--- src/rtl/proc_control_unit.sv ---
// Step-sequenced control unit for the 9-bit processor: decodes IR into bus selects and load enables.
// Optional mvnz instruction on opcode 100 enabled by defining CTRL_MVNZ_EN.
module proc_control_unit #(
    parameter int unsigned OPC_W     = 3,
    parameter int unsigned REG_SEL_W = 3,
    localparam int unsigned NUM_REGS = 2 ** REG_SEL_W,
    localparam int unsigned IR_W     = OPC_W + 2 * REG_SEL_W
) (
    input  logic                Clock,
    input  logic                Resetn,
    input  logic                Run,
    input  logic [IR_W-1:0]     IR,
    input  logic                G_nz,
    output logic [NUM_REGS-1:0] R_out,
    output logic                G_out,
    output logic                DIN_out,
    output logic [NUM_REGS-1:0] R_in,
    output logic                A_in,
    output logic                G_in,
    output logic                IR_in,
    output logic                AddSub,
    output logic                Done,
    output logic [1:0]          tstep
);

    typedef enum logic [1:0] {
        T0 = 2'd0,
        T1 = 2'd1,
        T2 = 2'd2,
        T3 = 2'd3
    } step_e;

    localparam logic [OPC_W-1:0] OP_MV   = OPC_W'(0);
    localparam logic [OPC_W-1:0] OP_MVI  = OPC_W'(1);
    localparam logic [OPC_W-1:0] OP_ADD  = OPC_W'(2);
    localparam logic [OPC_W-1:0] OP_SUB  = OPC_W'(3);
`ifdef CTRL_MVNZ_EN
    localparam logic [OPC_W-1:0] OP_MVNZ = OPC_W'(4);
`endif

    step_e                r_step;
    step_e                w_step_next;
    logic [OPC_W-1:0]     w_opc;
    logic [REG_SEL_W-1:0] w_x;
    logic [REG_SEL_W-1:0] w_y;
    logic [NUM_REGS-1:0]  w_x_oh;
    logic [NUM_REGS-1:0]  w_y_oh;
    logic                 w_is_addsub;

    assign w_opc       = IR[IR_W-1 -: OPC_W];
    assign w_x         = IR[2*REG_SEL_W-1 -: REG_SEL_W];
    assign w_y         = IR[REG_SEL_W-1:0];
    assign w_x_oh      = NUM_REGS'(1) << w_x;
    assign w_y_oh      = NUM_REGS'(1) << w_y;
    assign w_is_addsub = (w_opc == OP_ADD) || (w_opc == OP_SUB);

    always_ff @(posedge Clock or negedge Resetn) begin
        if (!Resetn) begin
            r_step <= T0;
        end else begin
            r_step <= w_step_next;
        end
    end

    always_comb begin
        w_step_next = T0;
        R_out       = '0;
        G_out       = 1'b0;
        DIN_out     = 1'b0;
        R_in        = '0;
        A_in        = 1'b0;
        G_in        = 1'b0;
        IR_in       = 1'b0;
        AddSub      = 1'b0;
        Done        = 1'b0;

        unique case (r_step)
            T0: begin
                if (Run) begin
                    IR_in       = 1'b1;
                    w_step_next = T1;
                end
            end
            T1: begin
                if (w_opc == OP_MV) begin
                    R_out = w_y_oh;
                    R_in  = w_x_oh;
                    Done  = 1'b1;
                end else if (w_opc == OP_MVI) begin
                    DIN_out = 1'b1;
                    R_in    = w_x_oh;
                    Done    = 1'b1;
                end else if (w_is_addsub) begin
                    R_out       = w_x_oh;
                    A_in        = 1'b1;
                    w_step_next = T2;
`ifdef CTRL_MVNZ_EN
                end else if (w_opc == OP_MVNZ) begin
                    R_out = w_y_oh;
                    R_in  = G_nz ? w_x_oh : '0;
                    Done  = 1'b1;
`endif
                end else begin
                    Done = 1'b1;
                end
            end
            // T2/T3 with a non-add/sub opcode can only follow an upset; fall back to T0 silently.
            T2: begin
                if (w_is_addsub) begin
                    R_out       = w_y_oh;
                    G_in        = 1'b1;
                    AddSub      = (w_opc == OP_SUB);
                    w_step_next = T3;
                end
            end
            T3: begin
                if (w_is_addsub) begin
                    G_out = 1'b1;
                    R_in  = w_x_oh;
                    Done  = 1'b1;
                end
            end
            default: w_step_next = T0;
        endcase

        // Keep every output quiet while reset is held, even with Run high.
        if (!Resetn) begin
            R_out   = '0;
            G_out   = 1'b0;
            DIN_out = 1'b0;
            R_in    = '0;
            A_in    = 1'b0;
            G_in    = 1'b0;
            IR_in   = 1'b0;
            AddSub  = 1'b0;
            Done    = 1'b0;
        end
    end

    assign tstep = r_step;

endmodule
--- config.mk ---
export PLATFORM = sky130hd
export DESIGN_NAME = proc_control_unit
export DESIGN_NICKNAME = d
export VERILOG_FILES = /design/src/rtl/proc_control_unit.sv
export SDC_FILE = /design/constraint.sdc
export NUM_CORES = 1
export LEC_CHECK = 0
export CORE_MARGIN = 1
export CORE_UTILIZATION = 34
export DETAILED_ROUTE_END_ITERATION = 16
export GPL_TIMING_DRIVEN = 0
export PLACE_DENSITY = 0.86
export SYNTH_ARGS = -nofsm -noshare
export SYNTH_HDL_FRONTEND = slang
export SYNTH_SLANG_ARGS = --single-unit
--- constraint.sdc ---
create_clock -name Clock -period 2.15 [get_ports Clock]
set_clock_uncertainty 0.2 [all_clocks]
set_input_delay 0.5375 -clock Clock [delete_from_list [all_inputs] [get_ports Clock]]
set_output_delay 0.5375 -clock Clock [all_outputs]
set_load 0.01 [all_outputs]
==> flow_summary_export.csv <==
group,metric,value,unit
status,status,"finished, violations left",
status,violations,"setup timing",
power_and_ir_drop,power.total,0.310,mW
critical_path,path_class,"reg -> out",
layout,syn2layout_area_growth,117,%
critical_path,cp-endpoint,"R_out[3]",
placement,placed_area,961,sq um
critical_path,worst-r2r-cell-count,4,
synthesis,synth_cells,77,
critical_path,crit_chain,"inv_2, ha_4, and4b_2, buf_4, nand4_1, o31ai_4, buf_2",
critical_path,cp_max_fo,3,
routing,totalWireLength,2580,um
die,die_width,42.2,um
clocking,clock_path_buffers,2,
routing,drt_iter0_markers,39,
clocking,cts_num_sinks,2,
power_and_ir_drop,max-vdd-ir-drop,293,uV
timing,maxSlewHeadroom,77.8,%
synthesis,synth.avg_cell_area,7.13,sq um
layout,stdcell_area,1190,sq um
critical_path,arrival,1830,ps
global_route,grt_start_max_net_pins,10,
critical_path,rrSetupSlack,790,ps
global_route,grt_use_total,28.4,%
placement,portBuffers,35,
die,num_rows,14,
synthesis,synth_nets,95,
routing,ant_nets,0,
clocking,cts_tree,"built",
critical_path,worstPathRequired,1410,ps
synthesis,ys_seq_elements,2,
critical_path,cp-startpoint,"tstep[1]",
routing,vias,855,
routing,routed_via_density,5.74,
power_and_ir_drop,p_leak,0.581,nW
clocking,clkTransAtPathRegs,30,ps
min_path,hp-class,"in -> async",
synthesis,yosys_warnings,0,
timing,finalCritPeriodShare,119,%
clocking,insertion_delay,220,ps
synthesis,yosysSeqAreaShare,9.11,%
timing,min_period,2570,ps
die,io_pins,38,
critical_path,r2r-end,"tstep[0]",
clocking,numCtsBuffers,3,
timing,tightest_slew,333,ps
timing,drv_slew,0,
global_route,grt-ovfl-total,0,
global_route,grt_pass1_wl,3950,um
layout,n_fill_cell,99,
power_and_ir_drop,powerDensity,261,nW/um^2
layout,drive_gt1_share,56.4,%
critical_path,slowest_delay,380,ps
die,start_util,36.5,%
layout,nets,153,
timing,fin_ws,-416,ps
timing,fmax,390,MHz
global_route,grt_pass1_vias,808,
synthesis,ys_types,37,
routing,post_drt_wl_per_cell,17.3,um
layout,fin_cells,149,
timing,setup_viol_count_final,17,
routing,first_pass_iters,4,
timing,hold_viol,0,
critical_path,slowest_stage,"dfrtp_1",
die,core-area,1510,sq um
layout,largest_register_ffs,2,
placement,dp_hpwl,1370,um
clocking,htree_levels,1,
placement,dp.cells,128,
layout,num_antenna_cells,0,
timing,rsz0062_at_grt,"yes",
clocking,clock-root-buffer,"clkbuf_4",
run,max_cap_violations,0,
global_route,antenna_found_initial,0,
die,dieArea,1780,sq um
placement,gp_congestion,0.796,
routing,drc,0,
die,die_h,42.2,um
placement,pre_cts_ws,-1020,ps
timing,whs,515,ps
critical_path,rr_startpoint,"tstep[1]",
critical_path,cp-start-kind,"register",
synthesis,synth_area,549,sq um
critical_path,endpoint_kind,"primary output",
## timing repair
action | 4_1_cts | 5_1_grt
resized for setup | 126 | 10
hold buffers | 1 | 0
hold endpoints to repair | 2 | 0
pin swaps | 12 | 3
endpoints found under the setup margin | 23 | 23
setup buffers | 16 | 1
gates cloned | 0 | 0
## critical path: cells and delay by family (launching register included)
kind	cells	cell delay, ps
fa+ha+maj	1	280
compound gates	1	100
simple gates	2	460
buf+inv	3	380
flops	1	380
## cell usage after synthesis
library cell	count	area [sq um]
and2_1	1	6.26
mux2_1	1	11.3
nor2b_1	3	18.8
a21boi_0	1	7.51
nor2_1	11	41.3
nor4_1	1	6.26
nand3b_1	3	22.5
o21ai_1	1	5.00
nand4_1	1	6.26
nand4b_1	1	8.76
and2_2	1	7.51
a22oi_1	1	7.51
nor3_1	3	15.0
and3b_1	1	8.76
ha_1	5	62.6
o21ai_0	2	10.0
nor3b_1	3	22.5
and3_1	3	18.8
o22ai_1	3	18.8
nand2b_4	1	13.8
buf_4	1	7.51
or3_1	1	6.26
a31oi_1	1	6.26
inv_1	4	15.0
dfrtp_1	2	50.1
nand2_1	6	22.5
clkbuf_1	1	3.75
nand3_1	5	25.0
o2111ai_1	1	8.76
a32oi_1	1	8.76
and4b_2	1	11.3
or3b_1	1	8.76
o31ai_2	1	12.5
nand2b_1	1	6.26
o31ai_1	1	7.51
nor4b_1	1	8.76
a22oi_4	1	21.3
## layout make-up
type	count	area, sq um	share of cell area, %
inverter	4	15.0	1.26
tap	16	20.0	1.68
multi-input combinational	69	638	53.6
timing repair buffer	53	428	36.0
sequential	2	51.3	4.31
buffer	2	15.0	1.26
clock buffer	3	22.5	1.89
## report_power, final
part	internal [mW]	leakage (nW)	switching, mW
sequential	0.0417	0.0250	0.00457
combinational	0.0901	0.542	0.0924
clock	0.0614	0.0138	0.0201
## routing by layer
metal / global-route usage, % / wire length (um) / up-vias
met2: 41.8 / 1220 / 40
met5: 0 / 0 / -
met1: 39.8 / 1170 / 406
met4: 13.8 / 46 / 0
li1: - / - / 405
met3: 4.74 / 138 / 4
## kinds of logic after synthesis
kind of cell	Yosys count	synth area share (%)
flops	2	9.11
compound gates	14	20.7
simple gates	49	51.9
mux	1	2.05
fa+ha+maj	5	11.4
buf+inv	6	4.78
## placed cells by master (no fill, tap or decap), types with 3 or more instances in the layout
cell type	instances
nor2b_4	3
buf_2	15
clkbuf_4	3
nand2_1	6
nor3_1	3
o22ai_2	3
and3_1	3
nand3b_1	3
nor2_1	10
nand3_2	3
nor3b_2	3
clkdlybuf4s50_1	3
buf_6	7
buf_4	12
dlygate4sd2_1	8
## through the flow
stage / util (%) / setup TNS (ps)
after floorplan: - / -58.2
after global placement: 63.8 / -18810
after CTS: 77.9 / -4430
after global routing: 79.0 / -5970
after detailed placement: 63.8 / -19350
final: 79.0 / -4940
## worst min-delay path by stage
stage | startpoint | endpoint
3_3_place_gp | tstep[1] | tstep[0]
2_1_floorplan | Resetn | tstep[0]
3_5_place_dp | tstep[1] | tstep[0]
6_report | Resetn | tstep[0]
4_1_cts | Resetn | tstep[0]
5_1_grt | Resetn | tstep[0]
Power figures use the tool's default switching activity.
==> patch 1: new RTL, same flow settings <==
Make the reset (`Resetn`) synchronous in one clocked block.
--- a/src/rtl/proc_control_unit.sv
+++ b/src/rtl/proc_control_unit.sv
@@ -56,3 +56,3 @@
 
-    always_ff @(posedge Clock or negedge Resetn) begin
+    always_ff @(posedge Clock) begin
         if (!Resetn) begin
Behaviour: differs if Resetn is asserted again (counterexample within 4 cycles, from zero or initial values and one cycle with Resetn low); with Resetn held inactive, the same outputs for 10 cycles.
==> patch 1 against the original RTL <==
  * The run still ends with setup timing left
  * Core utilization grew 5.0 points
  * Clock power grew 13%
  * Setup slack lost 0.0014 ns
  * Synthesized area shrank 3.9%
  * Register-to-register slack lost 0.07 ns
  * Sequential power shrank 13%
  * Wire length shrank 8.6%
  * Total power shrank 17%
  * Sequential cell count is the same
  * Combinational power shrank 31%
  * Cell area shrank 3.6%
  * Critical endpoint is now R_in[1]
  * Highest routed layer unchanged
==> patch 1: results (changes against the original RTL) <==
Run status
  – Status: finished with violations (unchanged)
  – Failing checks: setup timing (unchanged)

Logic synthesis
  – Synth top cells by count: 10 x nor2_1, 5 x ha_1, 4 x and3_1, 4 x nand2_1, 4 x nand2b_1 (was 11 x nor2_1, 6 x nand2_1, 5 x ha_1, 5 x nand3_1, 4 x inv_1)
  – Synth area leaders: ha_1 12%, dfxtp_1 7.6%, nor2_1 7.1% (was ha_1 11%, dfrtp_1 9.1%, nor2_1 7.5%)
  – Ys flop type: dfxtp_1 (was dfrtp_1)
  – Synth async-reset ratio: 0% (was 100.0%)
  – Post-Syn Nets: 91 (was 95)
  – Post-synthesis compound-gate area fraction: 18.96% (was 20.73%)
  – Synth Area in Adders: 11.85% (was 11.39%)
  – Netlist cell types: 34 (was 37)
  – Syn_area_per_cell: 7.233 µm² (was 7.133 µm²)
  – Sequential share of the synthesized area: 7.583% (was 9.112%)
  – Proportion of synthesized area in mux cells: 4.028% (was 2.050%)
  – Post-Synth XOR/XNOR Area: 0% (unchanged)

Layout
  – Fin cells: 148 (was 149)
  – Share of layout cells above drive strength 1: 61.65% (was 56.39%)
  – # diodes: 0 (unchanged)

Place
  – Placer Congestion: 0.8557 (was 0.7963)
  – Port bufs: 36 (was 35)
  – Total placed cells including tap cells: 124 (was 128)
  – Post-DP HPWL: 1338 µm (was 1373 µm)

Critical path
  – R2r setup slk: 0.72 ns (was 0.79 ns)
  – R2R Path End: tstep[1] (was tstep[0])
  – Crit path largest cell delay: 0.35 ns (was 0.38 ns)
  – Reg2Reg Depth: 5 (was 4)
  – Crit path to: R_in[1] (was R_out[3])
  – CP delay by family, top: buffers and inverters (was simple AND/OR/NAND/NOR gates)
  – Crit path max fanout: 4 (was 3)
  – R2r startpoint: tstep[0] (was tstep[1])
  – Slowest cell on the critical path: dfxtp_4 (was dfrtp_1)

STA
  – Final setup viols: 16 (was 17)
  – Hold slack: 0.5453 ns (was 0.5149 ns)
  – Setup ws final: -0.4170 ns (was -0.4155 ns)
  – Max transition margin: 78.31% (was 77.80%)

Power and ir drop
  – Lkg Pwr: 0.5640 nW (was 0.5807 nW)
  – VDD IR-drop max: 0.2648 mV (was 0.2927 mV)

Min path
  – Worst hold path type: flop to flop (was input pin to async pin)

Detailed routing
  – DR vias/cell: 5.588 (was 5.738)
  – Post-DR wirelength/cell: 15.91 µm (was 17.30 µm)
  – Detailed Route Iter0 Violations: 17 (was 39)

Global routing
  – Largest net degree at the start of global routing: 9 (was 10)
  – First-pass GRT wire length: 3594 µm (was 3946 µm)
  – Tot GR Track Use: 26.08% (was 28.43%)
  – Number of global-route vias before repair: 838 (was 808)

CTS
  – Post-CTS sizing: 134 (was 126)
  – Clk_lat worst skew: 0.23 ns
  – Post-CTS Setup Bufs: 15 (was 16)
  – Cts bufs inserted: 3 (unchanged)
  – Clock slew at reported path FFs: 0.04 ns
[patch 1: changes by cell type after synthesis, sizes merged, moves of 2 or more]
cell / unedited run / this run
or2: 0 / 3
a22oi: 2 / 0
dfrtp: 2 / 0
nor3: 3 / 1
nand2b: 2 / 4
nand2: 6 / 4
o211ai: 0 / 2
o31ai: 2 / 0
dfxtp: 0 / 2
o32ai: 0 / 2
nand3: 5 / 3
nor2b: 3 / 1
[patch 1: metal layers]
| layer | global-route usage [%] | vias up | routed length (µm) |
|---|---|---|---|
| li1 | - | 404 | - |
| met1 | 26.77 | 387 | 886 |
| met2 | 50.00 | 34 | 1323 |
| met3 | 4.348 | 2 | 123 |
| met4 | 12.26 | 0 | 22 |
| met5 | 0 | - | 0 |
[patch 1: through the flow]
stage                     setup slack (ns)  setup TNS (ns)  util (%)    power, W  instance area (µm²)
after floorplan                   -0.01541        -0.01541         -  0.00007936                560.5
after global placement              -1.055          -19.15     68.77   0.0001259                939.7
after detailed placement            -1.055          -19.82     68.77   0.0001276                939.7
after CTS                          -0.3377          -3.247     78.66   0.0002473                 1075
after global routing               -0.4657          -5.400     83.97   0.0002749                 1147
final                              -0.4170          -4.507     83.97   0.0002586                 1147
[patch 1: final cells by class]
cell class | count | area (µm²)
buffer | 1 | 11.26
clock buffer | 4 | 26.28
fill | 87 | 219.0
inverter | 3 | 16.27
multi-input combinational | 66 | 601.8
sequential | 2 | 47.55
tap | 15 | 18.77
timing repair buffer | 57 | 425.4
[patch 1: report_power, final]
group / internal, W / leakage, nW / switching (W)
registers: 0.0000376 / 0.0178 / 0.00000291
logic: 0.0000664 / 0.531 / 0.0000597
clock network: 0.0000690 / 0.0150 / 0.0000230
==> patch 2: new RTL, same flow settings <==
Made on the original files. Add a define of `CTRL_MVNZ_EN`.
--- a/src/rtl/proc_control_unit.sv
+++ b/src/rtl/proc_control_unit.sv
@@ -2,2 +2,4 @@
 // Optional mvnz instruction on opcode 100 enabled by defining CTRL_MVNZ_EN.
+`define CTRL_MVNZ_EN
+
 module proc_control_unit #(
Behaviour: not the same (Yosys sat finds a counterexample within 4 cycles, from zero or initial values and one cycle with Resetn low).
==> patch 2 against the original RTL <==
  * Synthesized area rose by 14%
  * Sequential cell count did not move
  * Non-clock buffer count rose by 9
  * Cell area rose by 20%
  * Setup slack got worse by 0.085 ns
  * Global-route usage rose by 1.2 points
  * Critical path type unchanged
  * The run still ends with setup timing left
  * Largest cell class unchanged
  * Hold slack improved by 0.071 ns
  * Total power rose by 29%
  * Register-to-register slack got worse by 0.09 ns
  * Critical path depth rose by 2
  * Wire length rose by 29%
==> patch 2: results (changes against the original RTL) <==
Power and ir drop
  – Lkg Pwr: 0.6378 nW (was 0.5807 nW)
  – Sw power: 0.0001657 W (was 0.0001170 W)
  – VDD IR-drop max: 0.4029 mV (was 0.2927 mV)
  – Clock network power: 0.0000825 W (was 0.0000815 W)
  – Sequential share of power: 11.4% (was 14.9%)

Critical path
  – Crit path max fanout: 4 (was 3)
  – Crit path to: R_out[6] (was R_out[3])
  – R2r setup slk: 0.70 ns (was 0.79 ns)
  – R2R Path End: tstep[1] (was tstep[0])
  – Crit path DAT: 1.91 ns (was 1.83 ns)
  – Reg2Reg Depth: 6 (was 4)
  – CP delay by family, top: buffers and inverters (was simple AND/OR/NAND/NOR gates)
  – R2r startpoint: tstep[0] (was tstep[1])

Global routing
  – Met3 Use GR: 3.600% (was 4.741%)
  – First-pass GRT wire length: 4333 µm (was 3946 µm)
  – Met1 Usage GRT: 36.10% (was 39.79%)
  – Number of global-route vias before repair: 956 (was 808)
  – Tot GR Track Use: 29.63% (was 28.43%)
  – Largest net degree at the start of global routing: 10 (unchanged)
  – Global Route met2 Usage: 53.33% (was 41.85%)

STA
  – Measured slew at the worst slew-check pin: 0.4876 ns (was 0.3330 ns)
  – Setup ws final: -0.5001 ns (was -0.4155 ns)
  – TNS Setup: -5.867 ns (was -4.942 ns)
  – Final setup viols: 18 (was 17)

Layout
  – Max reg flops: 2 (unchanged)
  – Nets@finish: 179 (was 153)
  – # diodes: 0 (unchanged)
  – Share of layout cells above drive strength 1: 63.13% (was 56.39%)

CTS
  – Post-CTS sizing: 154 (was 126)
  – Cts bufs inserted: 3 (unchanged)
  – Clock slew at reported path FFs: 0.03 ns (about the same)
  – CTS HTree Levels: 1 (unchanged)
  – Clock root buffer master: clkbuf_4 (unchanged)
  – Post-CTS Setup Bufs: 20 (was 16)

Place
  – Placer Congestion: 0.9006 (was 0.7963)
  – Port bufs: 35 (unchanged)
  – Placed inst area: 0.001080 mm² (was 960.9 µm²)
  – Post-DP HPWL: 1565 µm (was 1373 µm)

Detailed routing
  – Post-DR wirelength/cell: 17.97 µm (was 17.30 µm)
  – Detailed Route Iter0 Violations: 24 (was 39)
  – DR WL met2: 1732 µm (was 1220 µm)
  – M1 wire length: 1303 µm (was 1172 µm)
  – Met3 wire length: 196 µm (was 138 µm)
  – DR vias/cell: 5.746 (was 5.738)

Logic synthesis
  – Synth top cells by count: 12 x nor2_1, 11 x nand2_1, 7 x a21oi_1 (was 11 x nor2_1, 6 x nand2_1, 5 x ha_1, 5 x nand3_1, 4 x inv_1)
  – Synth async-reset ratio: 100.0% (unchanged)
  – Warnings from Yosys: 0 (unchanged)
  – Synth area leaders: dfrtp_1 8.0%, ha_1 8.0%, nor2_1 7.2% (was ha_1 11%, dfrtp_1 9.1%, nor2_1 7.5%)
  – Post-Syn Nets: 115 (was 95)
  – Sequential share of the synthesized area: 7.968% (was 9.112%)
  – Netlist cell types: 39 (was 37)

Run status
  – Failing checks: setup timing (unchanged)
  – Status: finished with violations (unchanged)

Min path
  – Hold path start: tstep[1]
  – Worst hold path type: flop to flop (was input pin to async pin)
==> patch 2: logic make-up after synthesis <==
family	after synthesis	share of synthesized area [%]
simple gates	52	44.62
compound gates	30	32.07
buf+inv	10	7.370
fa+ha+maj	4	7.968
flops	2	7.968
==> patch 2: stage by stage <==
stage	std cells	setup WS, ns	utilization (%)	hold WS (ns)	power (W)
after floorplan	98	-0.2096	-	0.04191	0.0001346
after global placement	158	-1.275	62.54	0.5264	0.0001950
after detailed placement	158	-1.284	62.54	0.5515	0.0001992
after CTS	183	-0.4401	76.96	0.5549	0.0003514
after global routing	185	-0.5745	82.83	0.6049	0.0004198
final	185	-0.5001	82.83	0.5860	0.0004005
==> patch 2: final cells by class <==
cell class	count	area, µm²
multi-input cells	86	808.3
repair buffers	60	465.4
fillers	114	296.5
flip-flops and latches	2	50.05
plain buffers	4	33.78
well taps	25	31.28
clock buffers	3	22.52
inverters	5	18.77
